==> config.mk <==
export PLATFORM = sky130hd
export DESIGN_NAME = reflet_mem_unit_flat
export DESIGN_NICKNAME = d
export VERILOG_FILES = /design/src/rtl/reflet_mem_unit_pkg.sv /design/src/rtl/reflet_mem_unit_if.sv /design/src/rtl/reflet_mem_lane.sv /design/src/rtl/reflet_mem_unit.sv /design/src/flat_wrapper.sv
export SDC_FILE = /design/constraint.sdc
export NUM_CORES = 1
export LEC_CHECK = 0
export CAP_MARGIN = 25
export CORE_ASPECT_RATIO = 0.9
export CORE_MARGIN = 2
export CORE_UTILIZATION = 40
export DETAILED_ROUTE_END_ITERATION = 8
export HOLD_SLACK_MARGIN = 0.08
export PLACE_DENSITY = 0.85
export SLEW_MARGIN = 5
export SYNTH_ARGS = -nofsm -noshare
export SYNTH_HDL_FRONTEND = slang
export SYNTH_SLANG_ARGS = --single-unit
==> constraint.sdc <==
create_clock -name clk -period 3.7 [get_ports clk]
set_input_delay 0.555 -clock clk [delete_from_list [all_inputs] [get_ports clk]]
set_output_delay 0.555 -clock clk [all_outputs]
set_load 0.01 [all_outputs]
==> src/rtl/reflet_mem_unit_pkg.sv <==
// Shared Reflet constants: opcodes, register ids, access sizes, FSM states.
// Imported by the memory unit and its lane helper.
package reflet_mem_unit_pkg;

    typedef enum logic [1:0] {
        ST_FETCH,
        ST_DECODE,
        ST_ACCESS,
        ST_COMPLETE
    } state_t;

    typedef enum logic [2:0] {
        MOP_NONE,
        MOP_POP,
        MOP_PUSH,
        MOP_CALL,
        MOP_RET,
        MOP_LOAD,
        MOP_STR
    } mop_t;

    localparam logic [7:0] INST_POP  = 8'h09;
    localparam logic [7:0] INST_PUSH = 8'h0A;
    localparam logic [7:0] INST_CALL = 8'h0B;
    localparam logic [7:0] INST_RET  = 8'h0C;

    localparam logic [3:0] OPP_STR  = 4'hE;
    localparam logic [3:0] OPP_LOAD = 4'hF;
    localparam logic [3:0] PC_ID    = 4'h2;

    localparam logic [1:0] SZ_WORD = 2'b00;
    localparam logic [1:0] SZ_8    = 2'b01;
    localparam logic [1:0] SZ_16   = 2'b10;
    localparam logic [1:0] SZ_32   = 2'b11;

    function automatic mop_t decode_mop(input logic [7:0] inst);
        mop_t m;
        m = MOP_NONE;
        unique case (1'b1)
            (inst == INST_POP):       m = MOP_POP;
            (inst == INST_PUSH):      m = MOP_PUSH;
            (inst == INST_CALL):      m = MOP_CALL;
            (inst == INST_RET):       m = MOP_RET;
            (inst[7:4] == OPP_LOAD):  m = MOP_LOAD;
            (inst[7:4] == OPP_STR):   m = MOP_STR;
            default:                  m = MOP_NONE;
        endcase
        return m;
    endfunction

endpackage

==> src/rtl/reflet_mem_unit_if.sv <==
// Variable-latency req/ack memory port of the Reflet core.
// master = memory unit, slave = memory / bus fabric.
interface reflet_mem_unit_if #(
    parameter int WORDSIZE = 16
) ();
    localparam int LANES = WORDSIZE / 8;

    logic [WORDSIZE-1:0] mem_addr;
    logic [WORDSIZE-1:0] mem_wdata;
    logic [LANES-1:0]    mem_be;
    logic                mem_we;
    logic                mem_req;
    logic                mem_ack;
    logic [WORDSIZE-1:0] mem_rdata;

    modport master (
        output mem_addr, mem_wdata, mem_be, mem_we, mem_req,
        input  mem_ack, mem_rdata
    );

    modport slave (
        input  mem_addr, mem_wdata, mem_be, mem_we, mem_req,
        output mem_ack, mem_rdata
    );
endinterface

==> src/rtl/reflet_mem_lane.sv <==
// Byte-lane steering: enables, write replication, read extraction and
// alignment check for one access of nbytes_i bytes (power of two).
module reflet_mem_lane #(
    parameter int WORDSIZE = 16
) (
    input  logic [2:0]            addr_lo_i,
    input  logic [3:0]            nbytes_i,
    input  logic [WORDSIZE-1:0]   wdata_i,
    input  logic [WORDSIZE-1:0]   rdata_i,
    output logic [WORDSIZE/8-1:0] be_o,
    output logic [WORDSIZE-1:0]   wdata_o,
    output logic [WORDSIZE-1:0]   rdata_o,
    output logic                  misaligned_o
);
    localparam int LANES = WORDSIZE / 8;
    localparam logic [2:0] OFF_MASK = 3'(LANES - 1);

    logic [2:0]          off;
    int                  offs;
    int                  nb;
    logic [WORDSIZE-1:0] mask;
    logic [WORDSIZE-1:0] shifted;

    assign off = addr_lo_i & OFF_MASK;
    assign misaligned_o = (addr_lo_i & 3'(nbytes_i - 4'd1)) != 3'd0;

    always_comb begin
        offs    = int'(off);
        nb      = int'(nbytes_i);
        mask    = '0;
        be_o    = '0;
        wdata_o = '0;
        shifted = '0;
        for (int i = 0; i < LANES; i++) begin
            if (i < nb) mask[8*i +: 8] = 8'hFF;
            if (i >= offs && i < offs + nb) be_o[i] = 1'b1;
            // lane i carries byte (i mod nb) of the source
            shifted = wdata_i >> (8 * (i & (nb - 1)));
            wdata_o[8*i +: 8] = shifted[7:0];
        end
        rdata_o = (rdata_i >> (8 * offs)) & mask;
    end

endmodule

==> src/rtl/reflet_mem_unit.sv <==
// Reflet fetch/load/store/stack sequencer over a req/ack memory port.
// FETCH -> DECODE -> [ACCESS] -> COMPLETE, with alignment and wait timeout.
module reflet_mem_unit
    import reflet_mem_unit_pkg::*;
#(
    parameter int WORDSIZE = 16,
    parameter int MAX_WAIT = 255
) (
    input  logic                clk,
    input  logic                reset,
    input  logic [WORDSIZE-1:0] working_register,
    input  logic [WORDSIZE-1:0] program_counter,
    input  logic [WORDSIZE-1:0] stack_pointer,
    input  logic [WORDSIZE-1:0] other_register,
    input  logic [1:0]          access_size,
    output logic [7:0]          instruction,
    output logic                cpu_stall,
    output logic [WORDSIZE-1:0] result,
    output logic [3:0]          result_reg,
    output logic                result_valid,
    output logic                bus_error,
    reflet_mem_unit_if.master   bus
);
    localparam int LANES = WORDSIZE / 8;
    localparam int CW = (MAX_WAIT > 0) ? $clog2(MAX_WAIT + 1) : 1;
    localparam logic [3:0] LANES_B = 4'(LANES);
    localparam logic [CW-1:0] WAIT_LIM = CW'(MAX_WAIT);
    localparam bit TMO_EN = (MAX_WAIT != 0);

    state_t              state_q, state_d;
    logic [7:0]          instr_q, instr_d;
    logic [CW-1:0]       wait_q, wait_d;
    logic [WORDSIZE-1:0] rdata_q, rdata_d;
    logic                berr_q, berr_d;

    mop_t                mop;
    logic [3:0]          nbytes;
    logic [WORDSIZE-1:0] op_addr;
    logic [WORDSIZE-1:0] lane_addr;
    logic [3:0]          lane_nb;
    logic [WORDSIZE-1:0] lane_wsrc;
    logic [WORDSIZE-1:0] lane_wdata;
    logic [WORDSIZE-1:0] lane_rdata;
    logic [LANES-1:0]    lane_be;
    logic                misaligned;
    logic                timeout;
    logic                req;
    logic                is_write;

    assign mop = decode_mop(instr_q);

    always_comb begin
        nbytes = LANES_B;
        unique case (access_size)
            SZ_WORD: nbytes = LANES_B;
            SZ_8:    nbytes = 4'd1;
            SZ_16:   nbytes = 4'd2;
            SZ_32:   nbytes = 4'd4;
        endcase
        if (nbytes > LANES_B) nbytes = LANES_B;
    end

    always_comb begin
        op_addr = other_register;
        unique case (mop)
            MOP_PUSH, MOP_CALL: op_addr = stack_pointer;
            MOP_POP, MOP_RET:   op_addr = stack_pointer - WORDSIZE'(nbytes);
            default:            op_addr = other_register;
        endcase
    end

    assign lane_addr = (state_q == ST_FETCH) ? program_counter : op_addr;
    assign lane_nb   = (state_q == ST_FETCH) ? 4'd1 : nbytes;
    assign lane_wsrc = (mop == MOP_CALL) ? program_counter : working_register;

    reflet_mem_lane #(
        .WORDSIZE(WORDSIZE)
    ) u_lane (
        .addr_lo_i   (lane_addr[2:0]),
        .nbytes_i    (lane_nb),
        .wdata_i     (lane_wsrc),
        .rdata_i     (bus.mem_rdata),
        .be_o        (lane_be),
        .wdata_o     (lane_wdata),
        .rdata_o     (lane_rdata),
        .misaligned_o(misaligned)
    );

    assign timeout = TMO_EN && (wait_q == WAIT_LIM);

    always_comb begin
        state_d = state_q;
        instr_d = instr_q;
        wait_d  = wait_q;
        rdata_d = rdata_q;
        berr_d  = 1'b0;
        req     = 1'b0;
        unique case (state_q)
            ST_FETCH: begin
                if (timeout) begin
                    berr_d = 1'b1;
                    wait_d = '0;
                end else begin
                    req = 1'b1;
                    if (bus.mem_ack) begin
                        instr_d = lane_rdata[7:0];
                        state_d = ST_DECODE;
                    end else begin
                        wait_d = wait_q + CW'(1);
                    end
                end
            end
            ST_DECODE: begin
                wait_d = '0;
                if (mop == MOP_NONE) begin
                    state_d = ST_COMPLETE;
                end else if (misaligned) begin
                    berr_d  = 1'b1;
                    state_d = ST_COMPLETE;
                end else begin
                    state_d = ST_ACCESS;
                end
            end
            ST_ACCESS: begin
                if (timeout) begin
                    berr_d  = 1'b1;
                    state_d = ST_COMPLETE;
                end else begin
                    req = 1'b1;
                    if (bus.mem_ack) begin
                        rdata_d = lane_rdata;
                        state_d = ST_COMPLETE;
                    end else begin
                        wait_d = wait_q + CW'(1);
                    end
                end
            end
            ST_COMPLETE: begin
                wait_d  = '0;
                state_d = ST_FETCH;
            end
        endcase
    end

    always_ff @(posedge clk) begin
        if (!reset) begin
            state_q <= ST_FETCH;
            instr_q <= '0;
            wait_q  <= '0;
            rdata_q <= '0;
            berr_q  <= 1'b0;
        end else begin
            state_q <= state_d;
            instr_q <= instr_d;
            wait_q  <= wait_d;
            rdata_q <= rdata_d;
            berr_q  <= berr_d;
        end
    end

    always_comb begin
        result     = '0;
        result_reg = '0;
        unique case (mop)
            MOP_POP, MOP_LOAD: result = rdata_q;
            MOP_RET: begin
                result     = rdata_q + WORDSIZE'(1);
                result_reg = PC_ID;
            end
            MOP_CALL: begin
                result     = working_register;
                result_reg = PC_ID;
            end
            MOP_PUSH, MOP_STR: result = working_register;
            default: result = '0;
        endcase
    end

    assign is_write = (mop == MOP_PUSH) || (mop == MOP_CALL) || (mop == MOP_STR);

    // reset gates the port so a held reset kills an open request at once
    assign bus.mem_req   = reset & req;
    assign bus.mem_we    = reset & req & (state_q == ST_ACCESS) & is_write;
    assign bus.mem_be    = (reset & req) ? lane_be : '0;
    assign bus.mem_addr  = lane_addr;
    assign bus.mem_wdata = lane_wdata;

    assign instruction  = instr_q;
    assign cpu_stall    = ~reset | (state_q != ST_COMPLETE);
    assign result_valid = reset & (state_q == ST_COMPLETE)
                        & (mop != MOP_NONE) & ~berr_q;
    assign bus_error    = reset & berr_q;

endmodule

==> src/flat_wrapper.sv <==
// flat-port wrapper written by rule: the top's interface ports become plain ports
module reflet_mem_unit_flat import reflet_mem_unit_pkg::*;
#(
    parameter int WORDSIZE = 16,
    parameter int MAX_WAIT = 255
)
  (clk, reset, working_register, program_counter, stack_pointer, other_register, access_size, instruction, cpu_stall, result, result_reg, result_valid, bus_error, bus_mem_addr, bus_mem_wdata, bus_mem_be, bus_mem_we, bus_mem_req, bus_mem_ack, bus_mem_rdata);
  reflet_mem_unit_if #(.WORDSIZE(WORDSIZE)) bus_i ();
  input  logic clk;
  input  logic reset;
  input  logic [WORDSIZE-1:0] working_register;
  input  logic [WORDSIZE-1:0] program_counter;
  input  logic [WORDSIZE-1:0] stack_pointer;
  input  logic [WORDSIZE-1:0] other_register;
  input  logic [1:0] access_size;
  output logic [7:0] instruction;
  output logic cpu_stall;
  output logic [WORDSIZE-1:0] result;
  output logic [3:0] result_reg;
  output logic result_valid;
  output logic bus_error;
  output wire logic [$bits(bus_i.mem_addr)-1:0] bus_mem_addr;
  output wire logic [$bits(bus_i.mem_wdata)-1:0] bus_mem_wdata;
  output wire logic [$bits(bus_i.mem_be)-1:0] bus_mem_be;
  output wire logic [$bits(bus_i.mem_we)-1:0] bus_mem_we;
  output wire logic [$bits(bus_i.mem_req)-1:0] bus_mem_req;
  input wire logic [$bits(bus_i.mem_ack)-1:0] bus_mem_ack;
  input wire logic [$bits(bus_i.mem_rdata)-1:0] bus_mem_rdata;
  assign bus_mem_addr = bus_i.mem_addr;
  assign bus_mem_wdata = bus_i.mem_wdata;
  assign bus_mem_be = bus_i.mem_be;
  assign bus_mem_we = bus_i.mem_we;
  assign bus_mem_req = bus_i.mem_req;
  assign bus_i.mem_ack = bus_mem_ack;
  assign bus_i.mem_rdata = bus_mem_rdata;
  reflet_mem_unit #(.WORDSIZE(WORDSIZE), .MAX_WAIT(MAX_WAIT)) u_core (.clk(clk), .reset(reset), .working_register(working_register), .program_counter(program_counter), .stack_pointer(stack_pointer), .other_register(other_register), .access_size(access_size), .instruction(instruction), .cpu_stall(cpu_stall), .result(result), .result_reg(result_reg), .result_valid(result_valid), .bus_error(bus_error), .bus(bus_i));
endmodule
==> metrics.md <==
| Metric | Value |
|---|---|
| RSZ-0062 raised after global routing | no |
| Synth Area in Compound Gates | 29.25% |
| GP Congestion | 0.9188 |
| Initial antenna violation count | 0 |
| Top-area cell type share of the netlist area | 20.86% |
| CORE AREA | 8107 um2 |
| Seq/Total Area, Yosys | a little over a fifth |
| Logic pwr share | 64.0% |
| H-Tree Depth | 2 |
| Max_slew headroom | 49.32% |
| Dpl ws | -0.4713 ns |
| WHS | 0.4984 ns |
| DRT Pass-1 Iters | 5 |
| Synth Flop Type | dfxtp_1 |
| Post-synthesis cell count | around 460 |
| Critical path arrival | 3.03 ns |
| Reg clk slew, reported paths | 0.07 ns |
| CTS tree | yes |
| Worst endpoint required time | 3.14 ns |
| Routed Antenna Nets | 0 |
| Tightest Pin Transition | 0.7567 ns |
| PortBufs | 148 |
| Residual DRC | 0 |
| Leading area contributor after synthesis | dfxtp_1 |
| # Max-Cap Violations | 0 |
| Vias in the first global route | 3,972 |
| Clk network pwr share | 13.1% |
| Sw Share | roughly 44% |
| Syn. warnings | 0 |
| Layout area overhead | 57.90% |
| Endpoints failing setup | 0 |
| Seq pwr share | 22.8% |
| Die area | 9146 um2 |
| Ys async rst share | 0% |
| Post-DR vias/cell | 5.834 |
| Root Driver | clkbuf_8 |
| Starting density of the core | 41.43% |
| Max Fclk | 278.6 MHz |
| Post-synth EDFFs | 0 |
| Fraction of layout cells with a size suffix above 1 | between 10% and 20% |
| Max VDD drop | 0.5674 mV |
| Post-synth cell types | 61 |
| Net Switching | 0.0009657 W |
| CP endpoint kind | primary output |
| Inserted Diodes | 0 |
| Ranking of synthesized cells by area | dfxtp_1 21%, nand2_1 7.3%, o21ai_0 5.8% |
| First-pass GRT wire length | 20.96 mm |
| Vias post-DR | roughly 4,200 |
| Rows | 31 |
| Skew final | 0.006305 ns |
| GR Util All Layers | 28.27% |
| Crit path launch type | input pin |
| Worst hold path type | flip-flop to flip-flop |
| #FFs+latches synth | 35 |
| Global route overflow | 0 |
| Layout net count | 725 |
| Post-synthesis xor/xnor area fraction | 2.869% |
| Latest clock arrival within the worst-skew pair | around 0.30 ns |
| Drt initial violations | roughly 300 |
| Top-count cell post-synth | nand2_1 |
| Routed wire per std cell | 18.85 um |
| TritonCTS Buffers | 5 |
| Pins Over Slew Limit | 0 |
| Adder-cell share of the synthesized area | 5.067% |
| WL final | 13.70 mm |
| CTS sink cnt | 35 |
| PnR worst setup slack | ~0.11 ns |
| Leak | 2.094 nW |
| Die X | 100.6 um |
| Largest net degree at the start of global routing | 30 |
| Synth cell count leaders | 65 x nand2_1, 39 x o21ai_0, 35 x dfxtp_1 |
| Final Hold Fails | 0 |
| IO Pins | 152 |
| Clock tree buffer depth | 2 |
| Synthesized area per cell | 7.348 um2 |
| Min Tclk post-route | 3.589 ns |
| Mux cell area share after synthesis | 8.644% |
| Status | finished, final reports clean |
| Power per cell area | 416.9 nW/um2 |
| DP Wirelength | 10.80 mm |
| Internal power | ~0.0012 W |
| Chip height | 90.93 um |
| Worst Setup Path Type | input pin to primary output |
| Largest family of logic cells by synthesized area | compound AO/OA/AOI/OAI gates |
| Final Cycle Share | between 90% and 100% |
| CP Max Fanout | 6 |
| Simple-Gate Fraction of Synth Area | 27.05% |
| Synth Cell Area | 3358 um2 |
==> power groups by stage <==
stage               Clock (W)  Sequential, W  Combinational, W
finish               0.000290       0.000505           0.00142
CTS                  0.000292       0.000501           0.00139
floorplan                   0       0.000487          0.000753
global placement            0       0.000504           0.00139
global route         0.000305       0.000512           0.00153
detailed placement          0       0.000508           0.00142
==> cells in the final DEF, fill, tap and decap left out, types with 3 or more instances in the layout <==
cell and n:
clkbuf_8 5, dlygate4sd2_1 8, mux2i_1 10, o211ai_1 14, a221o_1 7, or3_1 5, a32oi_1 4, o21ai_0 36
xor2_1 8, and2_1 9, a31oi_1 12, dfxtp_1 35, nor3_1 5, nor2_1 32, a22oi_1 12, nand2_1 65
o2bb2ai_1 9, buf_4 38, nor3b_2 4, nor2b_1 4, buf_2 3, inv_1 21, xnor2_1 3, and3_1 7
conb_1 6, a21oi_1 18, ha_1 10, a221oi_1 4, nand4_1 7, mux2_2 16, a211oi_1 11, nand3_1 9
clkdlybuf4s50_1 130, dlymetal6s2s_1 5
==> state kept, by name, indices dropped and copies added, names as in the netlist <==
signal and cells:
u_core.berr_q 1, u_core.instruction 8, u_core.rdata_q 16, u_core.state_q 2
u_core.wait_q 8
==> worst max-delay path, stage by stage <==
cell,delay (ns)
clkdlybuf4s50_1,0.54
ha_4,0.22
and2b_2,0.19
o21ai_2,0.14
or4b_4,0.53
or4_4,0.50
a32oi_1,0.20
buf_2,0.16
==> worst paths after layout <==
kind,slack [ns],start,depth (start not counted),end
worst max-delay path,0.11,stack_pointer[1],8,bus_mem_addr[13]
worst min-delay path,0.50,u_core.wait_q[3],1,u_core.wait_q[3]
worst max register to register,1.14,u_core.instruction[7],10,u_core.instruction[5]
worst min register to register,0.50,u_core.wait_q[3],1,u_core.wait_q[3]
==> routing by layer <==
metal	track usage [%]	wire [um]
met5	0	0
met4	5.479	212
met3	3.328	1101
met2	46.22	6301
met1	39.86	6088
==> logic make-up (layout without fill, tap and decap cells) <==
| group | Yosys count | after routing |
|---|---|---|
| simple gates | 176 | 176 |
| fa+ha+maj | 13 | 13 |
| flops | 35 | 35 |
| mux | 27 | 27 |
| other cells | 2 | 6 |
| xor+xnor | 11 | 11 |
| buf+inv | 49 | 216 |
| compound gates | 144 | 144 |
==> cell type report <==
class | instances | area [um2]
Clock buffer | 5 | 68.82
Timing Repair Buffer | 186 | 1744
Clock inverter | 3 | 23.77
Multi-Input combinational cell | 377 | 2556
Fill cell | 702 | 2804
Inverter | 22 | 85.08
Sequential cell | 35 | 700.7
Tap cell | 99 | 123.9
==> what timing repair did <==
action / 4_1_cts / 5_1_grt
pin swaps: 0 / 10
hold buffers: 0 / 0
resized for setup: 30 / 24
endpoints found under the setup margin: 15 / 23
hold endpoints to repair: 0 / 0
setup buffers: 1 / 2
==> through the flow <==
step	total power [W]	setup TNS [ns]	util [%]	area, um2	std cells
after floorplan	0.001240	0	-	3373	461
after global placement	0.001893	-3.107	63.17	5121	716
after detailed placement	0.001931	-3.925	63.17	5121	716
after CTS	0.002181	-0.06480	64.58	5235	725
after global routing	0.002345	0	65.41	5303	727
final	0.002211	0	65.41	5303	727
No activity file was read; power rests on OpenSTA's default activity.
